### config.mk
export PLATFORM = sky130hd
export DESIGN_NAME = alu_request_sequencer
export DESIGN_NICKNAME = d
export VERILOG_FILES = /design/src/rtl/alu_seq_pkg.sv /design/src/rtl/alu_req_fifo.sv /design/src/rtl/alu_request_sequencer.sv
export SDC_FILE = /design/constraint.sdc
export NUM_CORES = 1
export LEC_CHECK = 0
export ABC_AREA = 1
export BUFFER_PORTS_ARGS = -buffer_cell sky130_fd_sc_hd__buf_2
export CAP_MARGIN = 40
export CORE_MARGIN = 2
export CORE_UTILIZATION = 60
export CTS_BUF_LIST = sky130_fd_sc_hd__clkbuf_16
export DETAILED_ROUTE_END_ITERATION = 8
export PLACE_DENSITY = 0.83
export SKIP_CTS_REPAIR_TIMING = 1
export SLEW_MARGIN = 20
export SYNTH_ARGS = -nofsm -noshare
export SYNTH_HDL_FRONTEND = slang
export SYNTH_HIERARCHICAL = 1
export SYNTH_SLANG_ARGS = --single-unit
### constraint.sdc
create_clock -name clk -period 4.7 [get_ports clk]
set_clock_uncertainty 0.05 [all_clocks]
set_input_delay 0.705 -clock clk [delete_from_list [all_inputs] [get_ports clk]]
set_output_delay 0.705 -clock clk [all_outputs]
set_load 0.02 [all_outputs]
### src/rtl/alu_seq_pkg.sv
// alu_seq_pkg: shared widths, opcodes, FSM states and the ALU reference model
package alu_seq_pkg;
  localparam int DW = 32;
  localparam int OPW = 4;
  localparam logic [OPW-1:0] OP_AND = 4'b0000;
  localparam logic [OPW-1:0] OP_OR  = 4'b0001;
  localparam logic [OPW-1:0] OP_ADD = 4'b0010;
  localparam logic [OPW-1:0] OP_SUB = 4'b0110;
  localparam logic [OPW-1:0] OP_SLT = 4'b0111;
  localparam logic [OPW-1:0] OP_NOR = 4'b1100;
  typedef enum logic [1:0] {IDLE, SETTLE, RESP} state_t;
  // Returns {cout, zero, result}; SUB is a + ~b + 1 so its carry is "no borrow"
  function automatic logic [DW+1:0] alu_ref(input logic [DW-1:0] a, input logic [DW-1:0] b,
                                            input logic [OPW-1:0] op);
    logic [DW:0] s;
    logic [DW-1:0] r;
    s = (op == OP_SUB) ? {1'b0, a} + {1'b0, ~b} + 33'd1 : {1'b0, a} + {1'b0, b};
    r = op == OP_AND ? a & b :
        op == OP_OR  ? a | b :
        op == OP_SLT ? {{(DW-1){1'b0}}, $signed(a) < $signed(b)} :
        op == OP_NOR ? ~(a | b) : s[DW-1:0];
    return {s[DW], r == '0, r};
  endfunction
endpackage

### src/rtl/alu_req_fifo.sv
// alu_req_fifo: synchronous request FIFO with full/empty flags
module alu_req_fifo #(
  parameter int DEPTH = 4,
  parameter int W = 68
) (
  input  logic         clk,
  input  logic         rst_n,
  input  logic         push,
  input  logic         pop,
  input  logic [W-1:0] din,
  output logic [W-1:0] dout,
  output logic         full,
  output logic         empty
);
  localparam int AW = $clog2(DEPTH);
  localparam logic [AW:0] ONE = 1;
  logic [W-1:0] mem [DEPTH];
  logic [AW:0] wp, rp;
  always_ff @(posedge clk or negedge rst_n)
    if (!rst_n) begin
      wp <= '0;
      rp <= '0;
    end else begin
      if (push) wp <= wp + ONE;
      if (pop) rp <= rp + ONE;
    end
  always_ff @(posedge clk)
    if (push) mem[wp[AW-1:0]] <= din;
  assign dout = mem[rp[AW-1:0]];
  assign empty = wp == rp;
  assign full = (wp ^ rp) == {1'b1, {AW{1'b0}}};
endmodule

### src/rtl/alu_request_sequencer.sv
// alu_request_sequencer: queues ALU requests, drives operands, captures results after a settle time
// Define ALU_SELFCHECK_EN to add the reference-model check behind mismatch/err_count.
module alu_request_sequencer
  import alu_seq_pkg::*;
#(
  parameter int DEPTH = 4,
  parameter int SETTLE_CYCLES = 1
) (
  input  logic           clk,
  input  logic           rst_n,
  input  logic           req_valid,
  output logic           req_ready,
  input  logic [DW-1:0]  req_a,
  input  logic [DW-1:0]  req_b,
  input  logic [OPW-1:0] req_op,
  output logic [DW-1:0]  alu_a,
  output logic [DW-1:0]  alu_b,
  output logic [OPW-1:0] alu_op,
  input  logic [DW-1:0]  alu_result,
  input  logic           alu_cout,
  input  logic           alu_zero,
  output logic           rsp_valid,
  input  logic           rsp_ready,
  output logic [DW-1:0]  rsp_result,
  output logic           rsp_cout,
  output logic           rsp_zero,
  output logic           busy,
  output logic           mismatch,
  output logic [15:0]    err_count
);
  localparam int CW = $clog2(SETTLE_CYCLES) + 1;
  localparam logic [CW-1:0] CNT_LOAD = CW'(SETTLE_CYCLES - 1);
  localparam logic [CW-1:0] CNT_ONE = 1;
  state_t state, state_nx;
  logic [CW-1:0] cnt;
  logic [2*DW+OPW-1:0] head;
  logic full, empty, pop, cap;
  assign req_ready = !full;
  assign pop = !empty && (state == IDLE || (state == RESP && rsp_ready));
  assign cap = state == SETTLE && cnt == '0;
  assign busy = state != IDLE || !empty;
  alu_req_fifo #(.DEPTH(DEPTH), .W(2*DW+OPW)) u_fifo (
    .clk(clk), .rst_n(rst_n), .push(req_valid && !full), .pop(pop),
    .din({req_a, req_b, req_op}), .dout(head), .full(full), .empty(empty)
  );
  always_comb begin
    state_nx = state;
    if (state == IDLE && pop) state_nx = SETTLE;
    if (cap) state_nx = RESP;
    if (state == RESP && rsp_ready) state_nx = empty ? IDLE : SETTLE;
  end
  always_ff @(posedge clk or negedge rst_n)
    if (!rst_n) begin
      state <= IDLE;
      cnt <= '0;
      alu_a <= '0;
      alu_b <= '0;
      alu_op <= '0;
      rsp_valid <= 1'b0;
      rsp_result <= '0;
      rsp_cout <= 1'b0;
      rsp_zero <= 1'b0;
    end else begin
      state <= state_nx;
      if (pop) begin
        {alu_a, alu_b, alu_op} <= head;
        cnt <= CNT_LOAD;
      end else if (state == SETTLE && cnt != '0) cnt <= cnt - CNT_ONE;
      if (cap) begin
        rsp_result <= alu_result;
        rsp_cout <= alu_cout;
        rsp_zero <= alu_zero;
        rsp_valid <= 1'b1;
      end else if (state == RESP && rsp_ready) rsp_valid <= 1'b0;
    end
`ifdef ALU_SELFCHECK_EN
  logic [DW+1:0] exp_v;
  logic chk, diff;
  assign exp_v = alu_ref(alu_a, alu_b, alu_op);
  assign chk = alu_op inside {OP_AND, OP_OR, OP_ADD, OP_SUB, OP_SLT, OP_NOR};
  assign diff = alu_result != exp_v[DW-1:0] || alu_zero != exp_v[DW] ||
                ((alu_op == OP_ADD || alu_op == OP_SUB) && alu_cout != exp_v[DW+1]);
  always_ff @(posedge clk or negedge rst_n)
    if (!rst_n) begin
      mismatch <= 1'b0;
      err_count <= '0;
    end else if (cap && chk && diff) begin
      mismatch <= 1'b1;
      if (err_count != 16'hFFFF) err_count <= err_count + 16'd1;
    end
`else
  assign mismatch = 1'b0;
  assign err_count = '0;
`endif
endmodule

After elaboration in Yosys (flattened, before gate mapping)
Memory sizes are Yosys's and may differ from the RTL's. A register that Yosys moved wholly into a read port is not among the register bits.
Index checks and enable logic that the tools add are counted.
{ "op_classes": {"add_sub_neg": 3, "eq_ne": 4, "mux": 10, "bitwise": 2, "n_reduce_logical": 16} }
{ "op_table": {"columns": ["op", "n"], "rows": [
  ["1-bit two-way mux", 7],
  ["3-bit by 1-bit adder with 3-bit output, second input constant", 2],
  ["1-bit logical AND", 6],
  ["2-bit two-way mux", 3],
  ["2-bit nonzero test", 3],
  ["3-bit == test", 1],
  ["3-bit == test, second input constant", 1],
  ["1-bit zero test", 3],
  ["3-bit nonzero test", 1],
  ["3-bit XOR", 1],
  ["2-bit by 1-bit == test with 1-bit output, second input constant", 1],
  ["2-bit == test, second input constant", 1],
  ["2-bit zero test", 1],
  ["1-bit logical OR", 2],
  ["1-bit inverter", 1],
  ["1-bit subtractor, second input constant", 1]
]} }
{ "word_totals": {"ff_bits": 44, "ram_bits": 272, "inputBits": 106, "output_inout_bits": 122, "word_cells": 44, "mem_count": 1} }
{ "memory_table": {"columns": ["name", "words", "width", "read_ports", "rd_clocked_by_memory_dff", "write_ports", "line_no", "text"], "rows": [
  ["u_fifo.mem", 4, 68, 1, 1, 1, "alu_req_fifo.sv:17", "logic [W-1:0] mem [DEPTH];"]
]} }

Longest topological paths before layout
{ "logic_depth": {"word_depth": 8, "ltp_mapped": 14} }

Hierarchy
The synthesis kept the hierarchy.
{ "modules_own_cells": {"columns": ["module", "n_inst", "cells_per_inst", "area_each_um2", "seq_area_each_um2"], "rows": [
  ["alu_req_fifo", 1, 974, 11324.6, 8318.0],
  ["alu_request_sequencer", 1, 478, 4294.1, 2652.5]
]} }

Least setup slack after synthesis
Ideal clock, no wire load.
{ "synth_timing": {"kind": "flip-flop to flip-flop", "startpoint": "reg u_fifo.rp[0]", "endpoint": "mem u_fifo.mem[3][0] (enable)", "t_arrival_ps": 2716, "path_slack_ps": 1512, "path_stages_with_launch": 12, "n_path_buf": 4, "period_less_slack_ps": 3188, "cell_sequence": "dfrtp_1 > buf_6 > buf_6 > buf_6 > nand2_1 > nand2_1 > nand2_1 > nor2_1 > nor2_1 > clkbuf_1 > nand2_1 > inv_1"} }
{ "synth_between": {"elab_chain_len": 6} }
{ "synth_lines": {"columns": ["item", "line_no", "text"], "rows": [
  ["start: declaration", "alu_req_fifo.sv:18", "logic [AW:0] wp, rp;"],
  ["start signal: assignment", "alu_req_fifo.sv:25", "if (pop) rp <= rp + ONE;"],
  ["3-bit XOR", "alu_req_fifo.sv:31", "assign full = (wp ^ rp) == {1'b1, {AW{1'b0}}};"],
  ["3-bit == test", "alu_req_fifo.sv:31", null],
  ["named net full", "alu_request_sequencer.sv:37", "logic full, empty, pop, cap;"],
  ["1-bit zero test", "alu_request_sequencer.sv:43", ".clk(clk), .rst_n(rst_n), .push(req_valid && !full), .pop(pop),"],
  ["1-bit logical AND", "alu_request_sequencer.sv:43", null],
  ["1-bit two-way mux", "alu_req_fifo.sv:28", "if (push) mem[wp[AW-1:0]] <= din;"],
  ["1-bit two-way mux (implied by the code)", "alu_req_fifo.sv:28", null],
  ["end: declaration", "alu_req_fifo.sv:17", null]
]} }
The timed path passes the listed nets, and every way through them passes these cells.

Final worst setup path
{ "layout_timing": {"startpoint": "reg u_fifo.rp[0]", "endpoint": "mem u_fifo.mem[0][26] (enable)"} }
Same word-level chain as after synthesis.

==> impl_metrics.ini <==
[worst_setup_path]
cp.depth = 9
r2r-end = u_fifo/mem[0][26]$_DFFE_PP_
worstPathCellList = inv_2 -> nand2_1 -> nand2_1 -> nand2_1 -> nor2_1 -> nor2_1 -> nand2_1 -> clkinv_2 -> buf_4
worst_setup_path_start_kind = register
cpPeakStageDelay_ns = 0.95
cp_common_cell = nand2_1
end_kind = register
ff2ff_setup_slack_ns = 1.58
cp_slowest_cell = dfrtp_4
cp_num_buf_inv = 3
reg2reg_depth = 9
timing.rr.start = u_fifo/rp[0]$_DFFE_PN0P_
path_max_fanout = 86
critical_path_arrival_ns = 3.26
critPathRequiredTime_ns = 4.84
cp_top_family = buffers and inverters
critPathKind = reg -> reg

[synth]
yosys.area.top_type = edfxtp_1
ys_seq_elements = 384
synth_area_leaders = edfxtp_1, dfrtp_1, nand2_1, nand3_1, inv_1
synth_warnings = 6
synthCells = 1452
ys_seq_area_share_pct = 70.2
avgSynthCellArea_um2 = 10.8
synth_cell_type_count = 23
synth_area_um2 = 15600
synth_top_area_share_pct = 52.3

[place]
post-place-ws_ns = 1.57
io_buffers = 210
place_congestion = 0.794
place_hpwl_mm = 20.5

[drt]
drt-total-wl_mm = 33.7
wl_per_cell_um = 16.7
top_layer = met5
met1_length_mm = 13.0
detail-route-antenna-nets = 0
route.met2.wl_mm = 16.9
routed_via_density = 5.24
route.detailed.drc = 0
vias = 10500
drtIter0Drc = 960
dr.pass1.iters = 6
wl_met3_mm = 2.66

[clock_network]
cts_tree = done
htree_levels = 2
clkTransAtPathRegs_ns = 0.06
cts.sinks = 384
clock_path_buffers = 3
clock-root-buffer = clkbuf_16
numCtsBuffers = 37
clkLatencyLatePin_ns = 0.53

[floorplan]
start_util_pct = 60.5
dieArea_um2 = 27300
die_x_um = 165
io_pins = 228
coreArea_um2 = 25800
rows = 59
die_h_um = 165

[global_routing]
grt_pass1_wl_mm = 51.9
track_usage_pct = 24.7
grt_pass1_vias = 10300
grt_max_degree = 91
grt_antenna_before_repair = 4
grt_overflow = 0

[power_and_ir_drop]
p_comb_share_pct = 10.8
clkPwrFrac_pct = 35.0
ir_worst_vdd_v = 0.000308
p_leak_nw = 8.51
seqPwrFrac_pct = 54.2
intPower_mw = 5.97
power_density_nw_per_um2 = 439
switching_share_pct = 24.4
switchingPower_mw = 1.93

[timing]
fin_setup_tns_ns = 0
fmax_mhz = 321
slew_viol_final = 0
fin_crit_sh_pct = 66.4
holdWs_ns = 0.0710
setup_viol = 0
worst_slack_ns = 1.58
finalHoldViolations = 0
tightest_slew_ns = 0.804
timing.final.crit_period_ns = 3.12
max_slew_margin_pct = 46.4
rsz0062_at_grt = false

[finish]
final_cell_mix = nand2_1, edfxtp_1, buf_2, nand3_1, inv_1
syn2layout_area_growth_pct = 15.2
drive_gt1_share_pct = 21.5
nNetsFinal = 1757
final_common_cell = nand2_1

[flow_run]
max_cap_violations = 0

[hold_path]
hold_path.class = in -> async

[outcome]
outcome = finished, final reports clean
==> logic make-up after synthesis <==
kind of cell | after synthesis | synth area share, %
simple gates | 805 | 21.6
flops | 384 | 70.2
buf+inv | 210 | 6.10
compound gates | 41 | 1.34
xor+xnor | 6 | 0.336
fa+ha+maj | 5 | 0.401
other cells | 1 | 0.0240
==> layout make-up <==
class                      instances  area (um^2)
sequential                       384        11000
fill                            1791         7850
multi-input combinational        874         3770
timing repair buffer             230         1240
clock buffer                      38          951
inverter                         119          452
tap                              335          419
clock inverter                    27          180
antenna                            3         7.51
==> synth_stat cells (all sizes together) <==
library cell / count
xor2: 4
conb: 1
o21ai: 40
ha: 5
inv: 118
edfxtp: 272
nor2: 4
nor3: 1
xnor2: 2
or2: 68
dfrtp: 112
buf: 70
nand3: 137
clkbuf: 21
nand3b: 1
clkinv: 1
nand2: 594
a21oi: 1
==> worst max path at each step <==
stage | from | to | slack (ns)
floorplan | u_fifo/rp[0]$_DFFE_PN0P_ | u_fifo/mem[3][0]$_DFFE_PP_ | 1.51
CTS | u_fifo/rp[0]$_DFFE_PN0P_ | u_fifo/mem[0][34]$_DFFE_PP_ | 1.56
detailed placement | u_fifo/rp[0]$_DFFE_PN0P_ | u_fifo/mem[0][37]$_DFFE_PP_ | 1.57
global placement | u_fifo/rp[0]$_DFFE_PN0P_ | u_fifo/mem[0][37]$_DFFE_PP_ | 1.67
global route | u_fifo/rp[0]$_DFFE_PN0P_ | u_fifo/mem[0][34]$_DFFE_PP_ | 1.29
finish | u_fifo/rp[0]$_DFFE_PN0P_ | u_fifo/mem[0][26]$_DFFE_PP_ | 1.58
==> power by group through the flow <==
| stage | combinational (mW) | clock [mW] | sequential [mW] |
|---|---|---|---|
| after floorplan | 0.536 | 0 | 4.33 |
| after global placement | 0.815 | 0 | 4.31 |
| after detailed placement | 0.849 | 0 | 4.34 |
| after CTS | 0.861 | 2.82 | 4.27 |
| after global routing | 0.953 | 2.94 | 4.30 |
| final | 0.855 | 2.76 | 4.27 |
==> per-stage QoR <==
| stage | power (mW) | std cells | util (%) | area [um^2] |
|---|---|---|---|---|
| after floorplan | 4.86 | 1468 | - | 15700 |
| after global placement | 5.13 | 1940 | 65.0 | 16800 |
| after detailed placement | 5.18 | 1941 | 65.1 | 16800 |
| after CTS | 7.95 | 2006 | 69.5 | 18000 |
| after global routing | 8.20 | 2010 | 69.6 | 18000 |
| final | 7.89 | 2010 | 69.6 | 18000 |
==> sequential cells by signal, indices dropped and copies added (netlist names) <==
signal      flops
alu_b          32
rsp_zero        1
u_fifo/wp       3
rsp_valid       1
alu_a          32
cnt             1
state           2
u_fifo/mem    272
rsp_result     32
u_fifo/rp       3
rsp_cout        1
alu_op          4
==> per-layer routing <==
metal | global-route usage (%) | vias to the layer above
met3 | 4.32 | 74
met2 | 43.4 | 436
met1 | 30.6 | 4996
met4 | 9.99 | 2
met5 | 0 | -
li1 | - | 5027
(Power assumes the default switching activity.)
